<file path="src/rtl/uart_rx_oversample.sv">
// 8N1 UART receiver: 16x oversampling, 3-sample majority vote per bit, selectable baud.
// Good bytes strobe rx_done at mid stop bit; bad stop bits strobe frame_err and are dropped.
module uart_rx_oversample #(
  parameter int CLK_FREQ = 50_000_000
) (
  input  logic       clk,
  input  logic       reset,
  input  logic [2:0] baud_set,
  input  logic       uart_rx,
  output logic [7:0] data_byte,
  output logic       rx_done,
  output logic       frame_err,
  output logic       busy
);

  localparam int DIV0 = CLK_FREQ / (9600 * 16);
  localparam int DIV1 = CLK_FREQ / (19200 * 16);
  localparam int DIV2 = CLK_FREQ / (38400 * 16);
  localparam int DIV3 = CLK_FREQ / (57600 * 16);
  localparam int DIV4 = CLK_FREQ / (115200 * 16);
  localparam int CW   = (DIV0 > 1) ? $clog2(DIV0) : 1;

  typedef enum logic [1:0] {IDLE, START, DATA, STOP} state_t;

  state_t        state_q;
  logic          rx_meta_q, rx_s_q, rx_prev_q;
  logic [CW-1:0] div_m1_q, cnt_q, div_m1_sel;
  logic [3:0]    idx_q;
  logic [2:0]    bit_q;
  logic [1:0]    samp_q;
  logic [7:0]    shreg_q, data_byte_q;
  logic          rx_done_q, frame_err_q, busy_q;
  logic          tick, maj, start_det;

  always_comb begin
    case (baud_set)
      3'd1:    div_m1_sel = CW'(DIV1 - 1);
      3'd2:    div_m1_sel = CW'(DIV2 - 1);
      3'd3:    div_m1_sel = CW'(DIV3 - 1);
      3'd4:    div_m1_sel = CW'(DIV4 - 1);
      default: div_m1_sel = CW'(DIV0 - 1);
    endcase
  end

  assign tick      = (cnt_q == div_m1_q);
  // Samples from tick indices 7 and 8 are held; the index-9 sample is the live line.
  assign maj       = (samp_q[0] & samp_q[1]) | (samp_q[0] & rx_s_q) | (samp_q[1] & rx_s_q);
  assign start_det = rx_prev_q & ~rx_s_q;

  always_ff @(posedge clk) begin
    if (reset) begin
      rx_meta_q   <= 1'b1;
      rx_s_q      <= 1'b1;
      rx_prev_q   <= 1'b1;
      state_q     <= IDLE;
      div_m1_q    <= '0;
      cnt_q       <= '0;
      idx_q       <= '0;
      bit_q       <= '0;
      samp_q      <= '0;
      shreg_q     <= '0;
      data_byte_q <= '0;
      rx_done_q   <= 1'b0;
      frame_err_q <= 1'b0;
      busy_q      <= 1'b0;
    end else begin
      rx_meta_q   <= uart_rx;
      rx_s_q      <= rx_meta_q;
      rx_prev_q   <= rx_s_q;
      rx_done_q   <= 1'b0;
      frame_err_q <= 1'b0;

      if (state_q == IDLE) begin
        cnt_q <= '0;
        idx_q <= '0;
        bit_q <= '0;
        if (start_det) begin
          state_q  <= START;
          busy_q   <= 1'b1;
          div_m1_q <= div_m1_sel;
        end
      end else begin
        cnt_q <= tick ? '0 : cnt_q + CW'(1);
        if (tick) begin
          idx_q <= idx_q + 4'd1;
          if (idx_q == 4'd7) samp_q[0] <= rx_s_q;
          if (idx_q == 4'd8) samp_q[1] <= rx_s_q;
          case (state_q)
            START: begin
              if (idx_q == 4'd9 && maj) begin
                state_q <= IDLE;
                busy_q  <= 1'b0;
              end else if (idx_q == 4'd15) begin
                state_q <= DATA;
              end
            end
            DATA: begin
              if (idx_q == 4'd9) shreg_q <= {maj, shreg_q[7:1]};
              if (idx_q == 4'd15) begin
                if (bit_q == 3'd7) state_q <= STOP;
                else               bit_q   <= bit_q + 3'd1;
              end
            end
            STOP: begin
              // Leave at mid stop bit so a back-to-back start edge is not missed.
              if (idx_q == 4'd9) begin
                state_q <= IDLE;
                busy_q  <= 1'b0;
                if (maj) begin
                  data_byte_q <= shreg_q;
                  rx_done_q   <= 1'b1;
                end else begin
                  frame_err_q <= 1'b1;
                end
              end
            end
            default: state_q <= IDLE;
          endcase
        end
      end
    end
  end

  assign data_byte = data_byte_q;
  assign rx_done   = rx_done_q;
  assign frame_err = frame_err_q;
  assign busy      = busy_q;

endmodule

</file>
<file path="config.mk">
export PLATFORM = sky130hd
export DESIGN_NAME = uart_rx_oversample
export DESIGN_NICKNAME = d
export VERILOG_FILES = /design/src/rtl/uart_rx_oversample.sv
export SDC_FILE = /design/constraint.sdc
export NUM_CORES = 1
export LEC_CHECK = 0
export BUFFER_PORTS_ARGS = -buffer_cell sky130_fd_sc_hd__buf_2
export CORE_MARGIN = 3
export CORE_UTILIZATION = 40
export CTS_BUF_LIST = sky130_fd_sc_hd__clkbuf_16
export CTS_CLUSTER_SIZE = 20
export DETAILED_ROUTE_END_ITERATION = 6
export PLACE_DENSITY = 0.67
export SLEW_MARGIN = 20
export SYNTH_ARGS = -nofsm -noshare
export SYNTH_HDL_FRONTEND = slang
export SYNTH_SLANG_ARGS = --single-unit
</file>
<file path="constraint.sdc">
create_clock -name clk -period 1.95 [get_ports clk]
set_input_delay 0.195 -clock clk [delete_from_list [all_inputs] [get_ports clk]]
set_output_delay 0.195 -clock clk [all_outputs]
set_load 0.02 [all_outputs]
</file>
==> flow_metrics.env <==
export IMPL_detail_route_antenna_nets=0
export IMPL_fp_dieW_um=81.0
export IMPL_clkTransAtPathRegs_ns=0.07
export IMPL_muxShareOfSynthArea_pct=8.45
export IMPL_finClkSkew_ns=0.00717
export IMPL_diodes=0
export IMPL_area_growth_pct=20.1
export IMPL_maxSlewHeadroom_pct=67.1
export IMPL_cts_tree="yes"
export IMPL_cts_root_buf="clkbuf_16"
export IMPL_drtIter0Drc=62
export IMPL_yosysTopAreaCell="dfxtp_1"
export IMPL_synthAdderAreaFrac_pct=6.01
export IMPL_seq_area_frac_synth_pct=43.6
export IMPL_hold_path_class="input pin to flip-flop"
export IMPL_gp_congestion=0.808
export IMPL_critical_path_class="flip-flop to flip-flop"
export IMPL_synth_compound_area_share_pct=9.57
export IMPL_r2r_end="state_q[1]$_SDFFE_PP0P_"
export IMPL_cts_buffer_depth=2
export IMPL_slew_viol_final=0
export IMPL_period_needed_ns=1.94
export IMPL_io_buffer_count=16
export IMPL_die_h_um=81.0
export IMPL_yosysWarnings=0
export IMPL_synth_top_family_by_area="simple AND/OR/NAND/NOR gates"
export IMPL_synth_edf_count=0
export IMPL_nFillCells=519
export IMPL_synth_xor_area_share_pct=6.23
export IMPL_start_util_pct=42.7
export IMPL_dr_pass1_iters=4
export IMPL_clkLatencyLatePin_ns=0.30
export IMPL_place_hpwl_um=3130
export IMPL_worst_pin_slew_ns=0.492
export IMPL_nets=290
export IMPL_grt_pass1_wl_um=7510
export IMPL_viasPerCell=5.03
export IMPL_worstPathCellList="inv_1, ha_1, nor2b_1, a22oi_2, o31ai_1, buf_4, or4_1, a31oi_1"
export IMPL_gr_total_overflow=0
export IMPL_cts_max_level=2
export IMPL_final_period_utilization_pct=99.6
export IMPL_wirelength_um=4420
export IMPL_synth_simple_area_share_pct=23.3
export IMPL_num_io_pins=17
export IMPL_yosysTopAreaCellShare_pct=43.6
export IMPL_cts_sinks=49
export IMPL_grt_pass1_vias=1636
export IMPL_run_status="completed"
export IMPL_ys_flop_type="dfxtp_1"
export IMPL_reg2reg_depth=8
export IMPL_synth_avg_cell_area_um2=9.30
export IMPL_core_area_um2=5270
export IMPL_worstHoldStart="uart_rx"
export IMPL_utilization_pct=51.3
export IMPL_drv_cap=0
export IMPL_post_drt_wl_per_cell_um=12.8
export IMPL_r2r_setup_slack_ns=0.008
export IMPL_cp_num_buf_inv=2
export IMPL_endpoint_kind="flip-flop"
export IMPL_setup_viol=0
export IMPL_dpl_cell_area_um2=2510
export IMPL_startpoint_type="flip-flop"
export IMPL_min_to="rx_meta_q$_SDFF_PP1_"
export IMPL_groute_usage_overall_pct=14.8
export IMPL_ys_seq_elements=49
export IMPL_holdPathStages=2
export IMPL_r2r_start="state_q[0]$_SDFFE_PP0P_"
export IMPL_fin_area_um2=2700
export IMPL_remaining_drc_errors=0
export IMPL_power_density_nw_per_um2=841
export IMPL_drive_gt1_share_pct=21.1
export IMPL_netlist_top_cells_count="dfxtp_1 (49), nor2_1 (40), mux2i_1 (19)"
export IMPL_grt_max_degree=23
export IMPL_cp_slowest_cell="or4_1"
export IMPL_numCtsBuffers=5
export IMPL_cp_top_family="simple AND/OR/NAND/NOR gates"
export IMPL_finalHoldViolCount=0
export IMPL_required_ns=2.18
export IMPL_async_flop_share_pct=0
export IMPL_dieArea_um2=6560
export IMPL_synth_most_common_cell="dfxtp_1"
export IMPL_rsz0062_at_grt="true"
export IMPL_yosysUniqueCellTypes=38
export IMPL_grt_antenna_before_repair=0
export IMPL_synth_area_um2=2250
export IMPL_synthCells=242
export IMPL_synth_nets=258
export IMPL_max_freq_ghz=0.515
export IMPL_vias=1735
export IMPL_irDropWorstVdd_uv=616
export IMPL_p_leak_nw=1.24
export IMPL_synth_area_leaders="dfxtp_1 (44%), mux2i_1 (8.5%), nor2_1 (6.7%)"
export IMPL_rows=26
export IMPL_max_stage_delay_ns=0.46
export IMPL_cp_data_arrival_time_ns=2.17
export IMPL_worstPathMaxFanout=4
[how the worst max path moves through the flow]
stage,slack (ns),cells after the start,to,start
final,0.008,8,state_q[1]$_SDFFE_PP0P_,state_q[0]$_SDFFE_PP0P_
after global routing,-0.08,8,state_q[1]$_SDFFE_PP0P_,state_q[0]$_SDFFE_PP0P_
after CTS,0.005,8,state_q[1]$_SDFFE_PP0P_,bit_q[0]$_SDFFE_PP0P_
after detailed placement,0.02,5,state_q[1]$_SDFFE_PP0P_,div_m1_q[5]$_SDFFE_PP0P_
after global placement,0.06,5,state_q[1]$_SDFFE_PP0P_,div_m1_q[5]$_SDFFE_PP0P_
after floorplan,0.07,7,data_byte[0]$_SDFFE_PP0P_,state_q[1]$_SDFFE_PP0P_
[through the flow]
stage | instances | TNS [ns] | total power, mW | hold slack [ns] | setup slack (ns)
4_1_cts | 344 | 0 | 2.28 | 0.0717 | 0.00512
3_3_place_gp | 336 | 0 | 1.36 | 0.379 | 0.0562
2_1_floorplan | 242 | 0 | 1.25 | 0.299 | 0.0692
6_report | 345 | 0 | 2.27 | 0.0767 | 0.00808
5_1_grt | 345 | -0.0855 | 2.36 | 0.0889 | -0.0847
3_5_place_dp | 336 | 0 | 1.37 | 0.383 | 0.0161
[cell usage in the layout (no fill, tap or decap), types with 2 or more instances in the layout]
| cell type | count |
|---|---|
| o21ai_0 | 6 |
| ha_1 | 8 |
| nor2b_1 | 2 |
| buf_4 | 17 |
| nor4_1 | 3 |
| a211oi_1 | 4 |
| xor2_1 | 13 |
| a21oi_1 | 9 |
| buf_2 | 16 |
| nand4_1 | 6 |
| nand2b_1 | 3 |
| ha_2 | 2 |
| and2_1 | 2 |
| or2_2 | 5 |
| nand3_1 | 11 |
| nand2_1 | 11 |
| mux2i_1 | 19 |
| nor3_1 | 2 |
| clkbuf_16 | 5 |
| or3_1 | 2 |
| dfxtp_1 | 48 |
| or4_1 | 2 |
| xnor2_1 | 3 |
| inv_1 | 9 |
| o31ai_1 | 2 |
| and3_1 | 4 |
| nor2_1 | 40 |
[power by group]
part | internal [mW] | total, mW | switching (mW)
logic | 0.154 | 0.333 | 0.179
clock network | 0.492 | 0.906 | 0.414
registers | 1.02 | 1.03 | 0.0145
[metal layers]
| metal | wire length [um] | global-route usage, % | vias to the layer above |
|---|---|---|---|
| met5 | 0 | 0 | - |
| met4 | 125 | 6.25 | 0 |
| met3 | 134 | 4.77 | 12 |
| met2 | 2040 | 23.0 | 23 |
| met1 | 2120 | 18.8 | 799 |
| li1 | - | - | 901 |
[cell type report]
cell class	instances	area (um^2)	share of cell area (%)
repair buffers	33	208	7.69
well taps	70	87.6	3.24
clock inverters	3	28.8	1.07
multi-input cells	176	1240	45.8
flip-flops and latches	49	982	36.4
inverters	9	33.8	1.25
clock buffers	5	125	4.63
[cells by family (layout without fill, tap and decap cells)]
logic type	count (synthesis)	count (layout)
flops	49	49
mux	19	19
buf+inv	17	50
compound gates	29	29
simple gates	101	101
fa+ha+maj	11	11
xor+xnor	16	16
[registers in the layout, indices dropped and copies added, names as in the netlist]
name,flops
bit_q,3
busy,1
cnt_q,9
data_byte,8
div_m1_q,7
frame_err,1
idx_q,4
rx_done,1
rx_meta_q,1
rx_prev_q,1
rx_s_q,1
samp_q,2
shreg_q,8
state_q,2
[timing repair]
action,in CTS,in global routing
hold buffers,0,0
gates resized for setup,1,6
hold endpoints to repair,0,0
buffers inserted,0,1
setup endpoints to repair,1,17
pin swaps,0,3
(Power assumes the default switching activity.)
